**config.mk**
```make
export PLATFORM = sky130hd
export DESIGN_NAME = if_stage
export DESIGN_NICKNAME = d
export VERILOG_FILES = /design/src/rtl/if_stage_pkg.sv /design/src/rtl/if_id_reg.sv /design/src/rtl/if_stage.sv
export SDC_FILE = /design/constraint.sdc
export NUM_CORES = 1
export LEC_CHECK = 0
export BUFFER_PORTS_ARGS = -buffer_cell sky130_fd_sc_hd__buf_2
export CORE_ASPECT_RATIO = 0.75
export CORE_MARGIN = 2
export CORE_UTILIZATION = 43
export DETAILED_ROUTE_END_ITERATION = 6
export GPL_TIMING_DRIVEN = 0
export PLACE_DENSITY = 0.75
export RECOVER_POWER = 25
export SETUP_SLACK_MARGIN = 0.02
export SLEW_MARGIN = 15
export SYNTH_ARGS = -nofsm -noshare
export SYNTH_HDL_FRONTEND = slang
export SYNTH_SLANG_ARGS = --single-unit
```
**constraint.sdc**
```tcl
create_clock -name clk -period 4.2 [get_ports clk]
set_input_delay 0.84 -clock clk [delete_from_list [all_inputs] [get_ports clk]]
set_output_delay 0.84 -clock clk [all_outputs]
set_load 0.05 [all_outputs]
```
**src/rtl/if_stage_pkg.sv**
```systemverilog
// if_stage_pkg: shared pipeline constants and the IF/ID bundle type.
package if_stage_pkg;
  localparam int WORD_W = 32;
  localparam int JIDX_W = 26;
  localparam logic [WORD_W-1:0] NOP_INST = 32'h0000_0000;
  localparam logic [WORD_W-1:0] RESET_PC_DEFAULT = 32'h0000_0000;
  typedef struct packed {
    logic [WORD_W-1:0] pc4;
    logic [WORD_W-1:0] inst;
    logic              valid;
  } if_id_t;
  localparam if_id_t BUBBLE = '{pc4: '0, inst: NOP_INST, valid: 1'b0};
endpackage

```
**src/rtl/if_id_reg.sv**
```systemverilog
// if_id_reg: IF/ID pipeline register; clk/rst, hold freezes, squash loads a bubble, d in, q out.
module if_id_reg
  import if_stage_pkg::*;
(
  input  logic   clk,
  input  logic   rst,
  input  logic   hold,
  input  logic   squash,
  input  if_id_t d,
  output if_id_t q
);
  always_ff @(posedge clk or posedge rst)
    if (rst) q <= BUBBLE;
    else if (!hold) q <= squash ? BUBBLE : d;
endmodule

```
**src/rtl/if_stage.sv**
```systemverilog
// if_stage: PC, next-PC mux and IF/ID register; hazard controls in, imem address out, IF/ID bundle out.
module if_stage
  import if_stage_pkg::*;
#(
  parameter logic [WORD_W-1:0] RESET_PC = RESET_PC_DEFAULT
) (
  input  logic              clk,
  input  logic              rst,
  input  logic              Stall,
  input  logic              Flush,
  input  logic              PCSrc,
  input  logic [WORD_W-1:0] BranchTarget,
  input  logic              Jump,
  input  logic [JIDX_W-1:0] JumpIndex,
  output logic [WORD_W-1:0] imem_addr,
  input  logic [WORD_W-1:0] imem_data,
  output logic [WORD_W-1:0] IFtoID_PC,
  output logic [WORD_W-1:0] IFtoID_inst,
  output logic              IFtoID_valid
);
  logic [WORD_W-1:0] pc, pc4, next_pc;
  if_id_t d, q;
  assign pc4 = pc + 32'd4;
  // jump target takes its top nibble from the PC+4 of the jump sitting in decode
  assign next_pc = Jump ? {q.pc4[31:28], JumpIndex, 2'b00}
                 : PCSrc ? (BranchTarget & 32'hFFFF_FFFC) : pc4;
  always_ff @(posedge clk or posedge rst)
    if (rst) pc <= RESET_PC & 32'hFFFF_FFFC;
    else if (!Stall) pc <= next_pc;
  assign d = '{pc4: pc4, inst: imem_data, valid: 1'b1};
  // any redirect squashes the wrong-path fetch without needing Flush
  if_id_reg u_if_id (
    .clk(clk),
    .rst(rst),
    .hold(Stall),
    .squash(Jump | PCSrc | Flush),
    .d(d),
    .q(q)
  );
  assign imem_addr = pc;
  assign IFtoID_PC = q.pc4;
  assign IFtoID_inst = q.inst;
  assign IFtoID_valid = q.valid;
endmodule

```
Word level (Yosys, flattened, before mapping):

Cells that the tools add are included.

* flip-flop bits (word level): 97
* input port bits: 96
* output and inout bits: 97
* word-level logic and storage cells: 10

* add/sub/neg operators: 1
* multiplexer cells: 3
* bitwise logic cells: 2

Operators by type and width (count)
* $mux W65: 1
* $mux W32: 2
* $add A32 B3 Y32 const B: 1
* $or A1 B1 Y1: 2

Longest topological paths before layout:

Gate-level depths: netlist of run 1.

* depth after elaboration: 3
* gate-level depth with buffers: 7
* gate-level depth less buffers: 5

By module:

Synthesis of run 1 repeated with hierarchy kept, for this count alone.

* cells, all modules: 476
* area, all modules: 4921.0 µm²

Modules (own cells, without submodules)
* if_stage: instances 1, cells an instance 329, area each 2591.2 µm², sequential area each 750.7 µm²
* if_id_reg: instances 1, cells an instance 147, area each 2329.7 µm², sequential area each 1626.6 µm²

Worst setup path after synthesis of run 1:

Ideal clock, no wire load.

* kind: reg-to-reg
* start point: reg pc[2] (netlist: imem_addr[2])
* end point: reg pc[26] (netlist: imem_addr[26])
* library setup time: 0.087 ns
* arrival: 2.250 ns
* data required time: 4.113 ns
* setup slack: 1.863 ns
* cell stages (with the launch flop): 7
* buffers on the path: 1
* clock period less this slack: 2.337 ns
* cells stage by stage: dfrtp_1 > ha_1 > nand3_4 > or3_1 > buf_2 > or3_4 > o211ai_1

* word-level cells in the longest chain between the ends: 3

Ends and longest elaborated chain
* start, declared: RTL line if_stage.sv:21 `logic [WORD_W-1:0] pc, pc4, next_pc;`
* start signal, assigned: RTL line if_stage.sv:28 `if (rst) pc <= RESET_PC & 32'hFFFF_FFFC;`
* start signal, assigned: RTL line if_stage.sv:29 `else if (!Stall) pc <= next_pc;`
* $add A32 B3 Y32: RTL line if_stage.sv:23 `assign pc4 = pc + 32'd4;`
* $mux W32: RTL line if_stage.sv:26 `: PCSrc ? (BranchTarget & 32'hFFFF_FFFC) : pc4;`
* $mux W32: RTL line if_stage.sv:25 `assign next_pc = Jump ? {q.pc4[31:28], JumpIndex, 2'b00}`

No other way between the ends.
A chain may end at the register's enable or synchronous reset.

==> results of run 1 <==
[layout make-up]
type / count / area, um2 / area share (%)
buffer: 57 / 246.5 / 3.797
clock buffer: 11 / 242.7 / 3.739
clock inverter: 5 / 60.06 / 0.9252
inverter: 7 / 27.53 / 0.4241
multi-input combinational: 386 / 2454 / 37.80
sequential: 93 / 2327 / 35.85
tap: 162 / 202.7 / 3.123
timing repair buffer: 186 / 930.9 / 14.34
[metal layers]
| metal | GRT usage (%) | vias to the layer above | wire length, um |
|---|---|---|---|
| met5 | 0 | - | 0 |
| met4 | 8.110 | 0 | 382 |
| met3 | 7.178 | 32 | 1548 |
| met2 | 41.84 | 307 | 7710 |
| met1 | 38.31 | 2621 | 7544 |
| li1 | - | 2438 | - |
[registers in the layout (all words and copies together) (netlist names)]
name and cells:
u_if_id.q 63, imem_addr 30
[power groups by stage]
| stage | Combinational, mW | Sequential (mW) | Clock, mW |
|---|---|---|---|
| final | 0.661 | 1.04 | 0.831 |
| after global routing | 0.705 | 1.04 | 0.883 |
| after CTS | 0.660 | 1.03 | 0.846 |
| after detailed placement | 0.658 | 1.05 | 0 |
| after global placement | 0.644 | 1.05 | 0 |
| after floorplan | 0.239 | 1.26 | 0 |
[layout by cell type (no fill, tap or decap), drive strengths merged, types with 11 or more instances in the layout]
master | netlist | final
nor2 | 36 | 36
nand3 | 16 | 16
a21oi | 19 | 19
a22o | 39 | 39
nand2 | 60 | 60
o21ai | 37 | 37
nand4 | 11 | 11
clkbuf | 36 | 48
buf | 21 | 206
a31oi | 12 | 12
dfrtp | 93 | 93
nor3 | 16 | 16
a22oi | 17 | 17
[worst max-delay path: stages]
cell and delay, ps:
buf_2 100, clkinvlp_2 1170, clkbuf_2 1100
[path summary, 6_finish.rpt]
path,endpoint,slack (ps),cells after the start
setup / recovery,imem_addr[28],1210,3
hold / removal,u_if_id.q[42],490,2
setup reg to reg,u_if_id.q[59],1970,6
hold reg to reg,u_if_id.q[42],490,2
max in group clk,u_if_id.q[42],1500,7
min in group asynchronous,u_if_id.q[6],1030,2
[metrics by stage]
stage               worst slack [ps]  instance area, um2  setup TNS (ps)  power, mW
floorplan                      939.7                5054               0      1.499
global placement              -187.8                6182          -16630      1.689
detailed placement              1181                6212               0      1.706
CTS                             1538                6515               0      2.539
global route                   710.1                6491               0      2.632
finish                          1212                6491               0      2.527
[kinds of logic (layout without fill, tap and decap cells)]
kind of cell	after synthesis	after routing	share of synthesized area [%]
xor gates and xnor gates	10	10	1.737
adders and majority gates	1	1	0.2481
muxes	7	7	1.414
DFF	93	93	46.15
other	1	4	0.07437
AOI/OAI and AO/OA	178	178	25.78
and+or+nand+nor	186	186	19.18
buffers and inverters	64	266	5.410
==> results.sh, run 1 <==
export IMPL_track_usage_pct=27.32
export IMPL_p_seq_share_pct=41.0
export IMPL_drive_above_1_share_pct=30.87
export IMPL_final_nets=837
export IMPL_fin_skew_ps=6.624
export IMPL_yosysTopAreaCell="dfrtp_1"
export IMPL_worstMarginPinSlew_ps=2086
export IMPL_min_period_ps=2988
export IMPL_syn_area_um2=5042
export IMPL_synth_cells=540
export IMPL_area_delta_synth_final_pct=28.73
export IMPL_boundaryPins=193
export IMPL_grt_first_pass_wirelength_um=26980
export IMPL_grt_ovfl_total=0
export IMPL_rsz0062_at_grt="no"
export IMPL_viasPerCell=5.951
export IMPL_cts_buffers_inserted=9
export IMPL_clock_sinks=93
export IMPL_cts_resized=0
export IMPL_n_antenna_cell=0
export IMPL_ir_drop_mv=0.2173
export IMPL_end_kind="asynchronous set/reset pin"
export IMPL_syn_avg_cell_area_um2=9.338
export IMPL_antenna_found_initial=0
export IMPL_synth_ff_type="dfrtp_1"
export IMPL_cap_violations=1
export IMPL_combPwrFrac_pct=26.2
export IMPL_powerDensity_nw_per_um2=389.3
export IMPL_internal_power_mw=1.622
export IMPL_min_period_over_period_pct=71.15
export IMPL_synth_most_common_cell="dfrtp_1"
export IMPL_drt_total_wl_um=17190
export IMPL_antenna_left=0
export IMPL_seq_area_frac_synth_pct=46.15
export IMPL_critPathKind="primary input to asynchronous set/reset pin"
export IMPL_synth_edff_count=0
export IMPL_die_x_um=129.0
export IMPL_holdWs_ps=487.0
export IMPL_holdBufCountCts=0
export IMPL_r2r_start="imem_addr[2]"
export IMPL_p_leak_nw=3.213
export IMPL_worst_skew_pair_late_latency_ps=350
export IMPL_ys_async_sr_fraction_pct=100.0
export IMPL_ys_ff_latch=93
export IMPL_switching_share_pct=35.82
export IMPL_start_util_pct=43.74
export IMPL_startpoint="rst"
export IMPL_p_sw_mw=0.9051
export IMPL_final_cells=907
export IMPL_rows=34
export IMPL_vias=5398
export IMPL_required_ps=4460
export IMPL_die_y_um=97.78
export IMPL_hold_class="register to register"
export IMPL_io_buffers=185
export IMPL_hp_start="u_if_id.q[42]"
export IMPL_grt_pass1_vias=5133
export IMPL_cp_arrival_ps=3250
export IMPL_wire_per_inst_um=18.95
export IMPL_htree_levels=3
export IMPL_dp_cells=891
export IMPL_pwr_share_clk_pct=32.9
export IMPL_synthTopCellsByCount="93 x dfrtp_1, 60 x nand2_1, 39 x a22o_1"
export IMPL_gp_congestion=0.8957
export IMPL_core_area_um2=11530
export IMPL_cts_tree="done"
export IMPL_status="complete, but fails checks"
export IMPL_report_final_hold_viol_count=0
export IMPL_slew_viol_final=48
export IMPL_clock_path_buffers=2
export IMPL_clk_pin_slew_worst_paths_ps=70
export IMPL_hpwl_um=12660
export IMPL_yosysWarnings=0
export IMPL_synth_area_leaders="dfrtp_1 46%, a22o_1 6.8%, nand2_1 4.5%, o21ai_0 3.7%, clkbuf_1 2.7%"
export IMPL_root_buffer="clkbuf_16"
export IMPL_drcViolationCount=0
export IMPL_yosysUniqueCellTypes=55
export IMPL_dr_pass1_iters=5
export IMPL_fmax_ghz=0.3347
export IMPL_setup_viol=0
export IMPL_synth_top_area_share_pct=46.15
export IMPL_utilization_pct=56.31
export IMPL_violations="max-capacitance violations, max-slew violations"
export IMPL_cp_max_fo=47
export IMPL_grt_max_degree=48
export IMPL_postCtsSetupBuffers=0
export IMPL_drtIter0Drc=448
export IMPL_slew_headroom_pct=-39.80
export IMPL_fillCellCount=1048
export IMPL_critPathLaunchType="primary input"
export IMPL_die_area_um2=12620
No activity file was read; power rests on OpenSTA's default activity.
==> run 2, diff against run 1 <==
- ABC_AREA: not set -> 1
- clock period: 4.2 -> 2.9 ns (I/O delays scaled with it)
==> results.sh, run 2 <==
export IMPL_status="finished clean"
export IMPL_die_x_um=128.0
export IMPL_final_common_cell="buf_2"
export IMPL_root_buffer="clkbuf_16"
export IMPL_ir_drop_mv=0.2997
export IMPL_start_util_pct=44.79
export IMPL_synth_edff_count=0
export IMPL_largest_register="u_if_id.q"
export IMPL_cp_arrival_ps=2040
export IMPL_dr_pass1_iters=5
export IMPL_fin_tns_setup_ps=0
export IMPL_combPwrFrac_pct=26.0
export IMPL_seq_area_frac_synth_pct=46.96
export IMPL_synth_cells=596
export IMPL_setup_viol=0
export IMPL_regArea_um2=2327
export IMPL_worstMarginPinSlew_ps=1034
export IMPL_syn_avg_cell_area_um2=8.315
export IMPL_p_leak_nw=3.551
export IMPL_critPathKind="primary input to register"
export IMPL_fillCellCount=1020
export IMPL_vias=5110
export IMPL_pwr_share_clk_pct=32.7
export IMPL_io_buffers=185
export IMPL_holdBufCountCts=0
export IMPL_final_cell_mix="192 x buf_2, 112 x nand2_1, 95 x nor2_1"
export IMPL_p_sw_mw=1.358
export IMPL_core_area_um2=11070
export IMPL_powerDensity_nw_per_um2=565.3
export IMPL_synth_ff_type="dfrtp_1"
export IMPL_drtIter0Drc=390
export IMPL_antenna_found_initial=0
export IMPL_yosysUniqueCellTypes=35
export IMPL_internal_power_mw=2.243
export IMPL_place_ws_ps=676.9
export IMPL_ys_async_sr_fraction_pct=100.0
export IMPL_drt_total_wl_um=16630
export IMPL_cts_tree="done"
export IMPL_synth_area_leaders="dfrtp_1 47%, nand2_1 8.5%, a22o_1 8.3%, nor2_1 7.2%, a21oi_1 5.8%"
export IMPL_ys_ff_latch=93
export IMPL_report_final_hold_viol_count=0
export IMPL_viasPerCell=5.425
export IMPL_grt_pass1_vias=4884
export IMPL_switching_share_pct=37.72
export IMPL_yosysTopAreaCell="dfrtp_1"
export IMPL_fin_ws_ps=1051
export IMPL_antenna_left=0
export IMPL_fin_skew_ps=11.92
export IMPL_cpLargestDelayFamily="buffers and inverters"
export IMPL_synth_most_common_cell="nand2_1"
export IMPL_area_delta_synth_final_pct=28.53
export IMPL_dpl_cell_area_um2=6112
export IMPL_clock_path_buffers=2
export IMPL_clock_sinks=93
export IMPL_cts_buffers_inserted=9
export IMPL_die_area_um2=12410
export IMPL_required_ps=3090
export IMPL_utilization_pct=57.56
export IMPL_slew_headroom_pct=30.69
export IMPL_drive_above_1_share_pct=30.30
export IMPL_slew_viol_final=0
export IMPL_track_usage_pct=26.66
export IMPL_critPathBufInv=3
export IMPL_min_period_over_period_pct=63.74
export IMPL_rows=33
export IMPL_wire_per_inst_um=17.66
export IMPL_fin_area_um2=6370
export IMPL_p_seq_share_pct=41.4
export IMPL_synthTopCellsByCount="112 x nand2_1, 95 x nor2_1, 93 x dfrtp_1"
export IMPL_yosysWarnings=0
export IMPL_cts_resized=0
export IMPL_n_antenna_cell=0
export IMPL_multi_input_area_um2=2260
export IMPL_grt_first_pass_wirelength_um=25750
export IMPL_drcViolationCount=0
export IMPL_end_kind="register"
export IMPL_die_y_um=96.98
export IMPL_grt_max_degree=38
export IMPL_rsz0062_at_grt="no"
export IMPL_final_nets=894
export IMPL_slowest_stage="clkbuf_1"
export IMPL_max_stage_delay_ps=660
export IMPL_synth_top_area_share_pct=46.96
export IMPL_postCtsSetupBuffers=0
export IMPL_min_period_ps=1849
export IMPL_fmax_ghz=0.5410
export IMPL_hold_class="primary input to asynchronous set/reset pin"
export IMPL_grt_ovfl_total=0
export IMPL_syn_area_um2=4956
export IMPL_htree_levels=3
export IMPL_largest_reg_flops=63
export IMPL_gp_congestion=0.9574
export IMPL_cp_max_fo=10
export IMPL_critPathLaunchType="primary input"
export IMPL_worst_skew_pair_late_latency_ps=350
export IMPL_hpwl_um=12690
export IMPL_crit_chain="buf_2, buf_1, clkbuf_1, o21ai_0"
export IMPL_clk_pin_slew_worst_paths_ps=70
export IMPL_boundaryPins=193
export IMPL_cap_violations=0
[run 2: cell count changes after synthesis, moves of 12 or more]
cell      change
o21ai_0      -17
nand3_1      +20
a21o_1       +14
a21oi_1      +38
inv_1        +32
nor3_1       -15
clkbuf_1     -23
nand2_1      +52
a31oi_1      -12
nor2_1       +59
[run 2: area by class of cell]
class / instances / share of cell area, %
Clock buffer: 9 / 3.536
Timing Repair Buffer: 187 / 14.69
Multi-Input combinational cell: 430 / 35.47
Buffer: 35 / 3.555
Clock inverter: 7 / 1.021
Sequential cell: 93 / 36.54
Inverter: 41 / 2.436
Tap cell: 140 / 2.750
[run 2: per-stage QoR]
| step | hold WS, ps | instances | total power [mW] |
|---|---|---|---|
| 2_1_floorplan | 712.7 | 599 | 2.148 |
| 3_3_place_gp | 459.4 | 924 | 2.420 |
| 3_5_place_dp | 464.7 | 926 | 2.444 |
| 4_1_cts | 299.7 | 942 | 3.616 |
| 5_1_grt | 438.7 | 942 | 3.754 |
| 6_report | 415.6 | 942 | 3.601 |
[run 2: final timing paths]
path	start	endpoint	slack, ps	depth (start not counted)
setup / recovery	Stall	imem_addr[3]	1050	4
hold / removal	rst	u_if_id.q[29]	420	2
setup reg to reg	imem_addr[2]	imem_addr[30]	1060	9
hold reg to reg	u_if_id.q[44]	u_if_id.q[44]	480	1
max in group asynchronous	rst	imem_addr[20]	1100	3
min in group clk	imem_data[29]	u_if_id.q[30]	450	2
[run 2: worst register-to-register path, delay by kind of cell, from the launching register on]
family | cells | cell delay (ps)
and+or+nand+nor | 7 | 920
AOI/OAI and AO/OA | 1 | 110
DFF | 1 | 470
adders and majority gates | 1 | 270
[run 2: layer usage]
metal / vias up / track usage [%] / wire (um)
met5: - / 0 / 0
met4: 0 / 7.354 / 306
met3: 27 / 6.416 / 1553
met2: 240 / 39.86 / 7357
met1: 2451 / 38.66 / 7417
li1: 2392 / - / -
[run 2: cells by family after synthesis]
family                     share of synthesized area, %
buffers and inverters                             7.675
DFF                                               46.96
adders and majority gates                        0.2524
other                                           0.07567
xor gates and xnor gates                          1.237
and+or+nand+nor                                   23.10
AOI/OAI and AO/OA                                 20.70
[run 2: power groups by stage]
stage                     Sequential, mW  Combinational [mW]  Clock [mW]
after floorplan                     1.79               0.357           0
after global placement              1.51               0.915           0
after detailed placement            1.51               0.935           0
after CTS                           1.48               0.939        1.19
after global routing                1.50                1.00        1.25
final                               1.49               0.935        1.18
==> run 3, diff against run 2 <==
- clock period: 2.9 -> 1.9 ns (I/O delays scaled with it)
==> results.sh, run 3 (synthesis results as in run 2) <==
export IMPL_status="finished clean"
export IMPL_cp_arrival_ps=1990
export IMPL_holdWs_ps=235.1
export IMPL_ir_drop_mv=0.4594
export IMPL_drcViolationCount=0
export IMPL_p_leak_nw=3.553
export IMPL_boundaryPins=193
export IMPL_final_nets=894
export IMPL_final_cell_mix="193 x buf_2, 112 x nand2_1, 95 x nor2_1"
export IMPL_wire_per_inst_um=17.58
export IMPL_highest_layer="met4"
export IMPL_cap_violations=0
export IMPL_final_common_cell="buf_2"
export IMPL_drt_total_wl_um=16560
export IMPL_largest_register="u_if_id.q"
export IMPL_slew_viol_final=0
export IMPL_critPathKind="register to register"
export IMPL_holdBufCountCts=0
export IMPL_die_x_um=128.0
export IMPL_grt_max_degree=38
export IMPL_dp_cells=926
export IMPL_cts_buffers_inserted=9
export IMPL_end_kind="register"
export IMPL_final_cells=942
export IMPL_slew_headroom_pct=26.93
export IMPL_clk_pin_slew_worst_paths_ps=80
export IMPL_cts_resized=0
export IMPL_htree_levels=3
export IMPL_drtIter0Drc=446
export IMPL_dr_pass1_iters=5
export IMPL_fin_skew_ps=10.70
export IMPL_required_ps=2140
export IMPL_dpl_cell_area_um2=6112
export IMPL_fmax_ghz=0.5718
export IMPL_core_area_um2=11070
export IMPL_min_period_ps=1749
export IMPL_min_period_over_period_pct=92.05
export IMPL_grt_ovfl_total=0
export IMPL_antenna_left=0
export IMPL_rows=33
export IMPL_start_util_pct=44.79
export IMPL_fin_ws_ps=151.0
export IMPL_postCtsSetupBuffers=0
export IMPL_critPathLaunchType="register"
export IMPL_n_antenna_cell=0
export IMPL_drive_above_1_share_pct=30.67
export IMPL_report_final_hold_viol_count=0
export IMPL_place_ws_ps=-123.1
export IMPL_die_y_um=96.98
export IMPL_hpwl_um=12690
export IMPL_grt_pass1_vias=4884
export IMPL_clock_sinks=93
export IMPL_wl_met1_um=7482
export IMPL_rsz0062_at_grt="no"
export IMPL_ff2ff_path_depth=8
export IMPL_setup_viol=0
export IMPL_io_buffers=185
export IMPL_grt_first_pass_wirelength_um=25750
export IMPL_die_area_um2=12410
export IMPL_vias=5123
export IMPL_clock_path_buffers=2
export IMPL_met3_length_um=1437
export IMPL_powerDensity_nw_per_um2=859.9
export IMPL_hold_class="primary input to asynchronous set/reset pin"
export IMPL_worstMarginPinSlew_ps=1090
export IMPL_track_usage_pct=26.66
export IMPL_wl_met2_um=7358
export IMPL_antenna_found_initial=0
export IMPL_gp_congestion=0.9574
export IMPL_cts_tree="done"
export IMPL_viasPerCell=5.438
export IMPL_cp_max_fo=6
export IMPL_p_total_mw=5.495
export IMPL_largest_reg_flops=63
export IMPL_worst_skew_pair_late_latency_ps=350
export IMPL_fin_area_um2=6390
export IMPL_root_buffer="clkbuf_16"
export IMPL_area_delta_synth_final_pct=28.93
run 3: cell count changes in the layout (fill, tap and decap cells not counted), sizes merged:
cell	previous run	this run
buf	202	204
clkbuf	28	26
run 3: through the flow:
step / util [%] / TNS [ps]
detailed placement: 55.24 / -176.0
global route: 57.75 / 0
finish: 57.75 / 0
CTS: 57.86 / 0
global placement: 54.87 / -18930
floorplan: - / 0
run 3: worst paths after layout:
check,start,endpoint,slack (ps)
worst max-delay path,imem_addr[15],u_if_id.q[60],150
worst min-delay path,rst,u_if_id.q[4],240
worst max register to register,imem_addr[15],u_if_id.q[60],150
worst min register to register,u_if_id.q[44],u_if_id.q[44],480
max in group asynchronous,rst,imem_addr[20],340
min in group clk,imem_data[29],u_if_id.q[30],250
run 3: critical path: stages, from the launching register on:
cell and delay, ps:
dfrtp_1 480, nand2_1 140, nor2_1 270, nand2_1 160, nor2_1 180, nand2_1 80
nand2_1 80, a21oi_1 70, a21o_1 170
run 3: final cells by class:
type                       instances  area [um2]
multi-input combinational        430        2262
inverter                          41       155.1
sequential                        93        2330
timing repair buffer             187       950.9
fill                            1019        4676
clock buffer                       9       225.2
clock inverter                     7       65.06
buffer                            35       226.5
tap                              140       175.2
run 3: power by group:
group          switching (mW)  leakage (nW)  internal [mW]
registers               0.162          1.20           2.11
logic                    1.04          2.21          0.395
clock network           0.865         0.141          0.924
total                    2.07          3.55           3.43
run 3: layer usage:
layer	global-route usage, %	up-vias
met2	39.86	238
met1	38.66	2466
met4	7.354	0
met5	0	-
met3	6.416	26
li1	-	2393
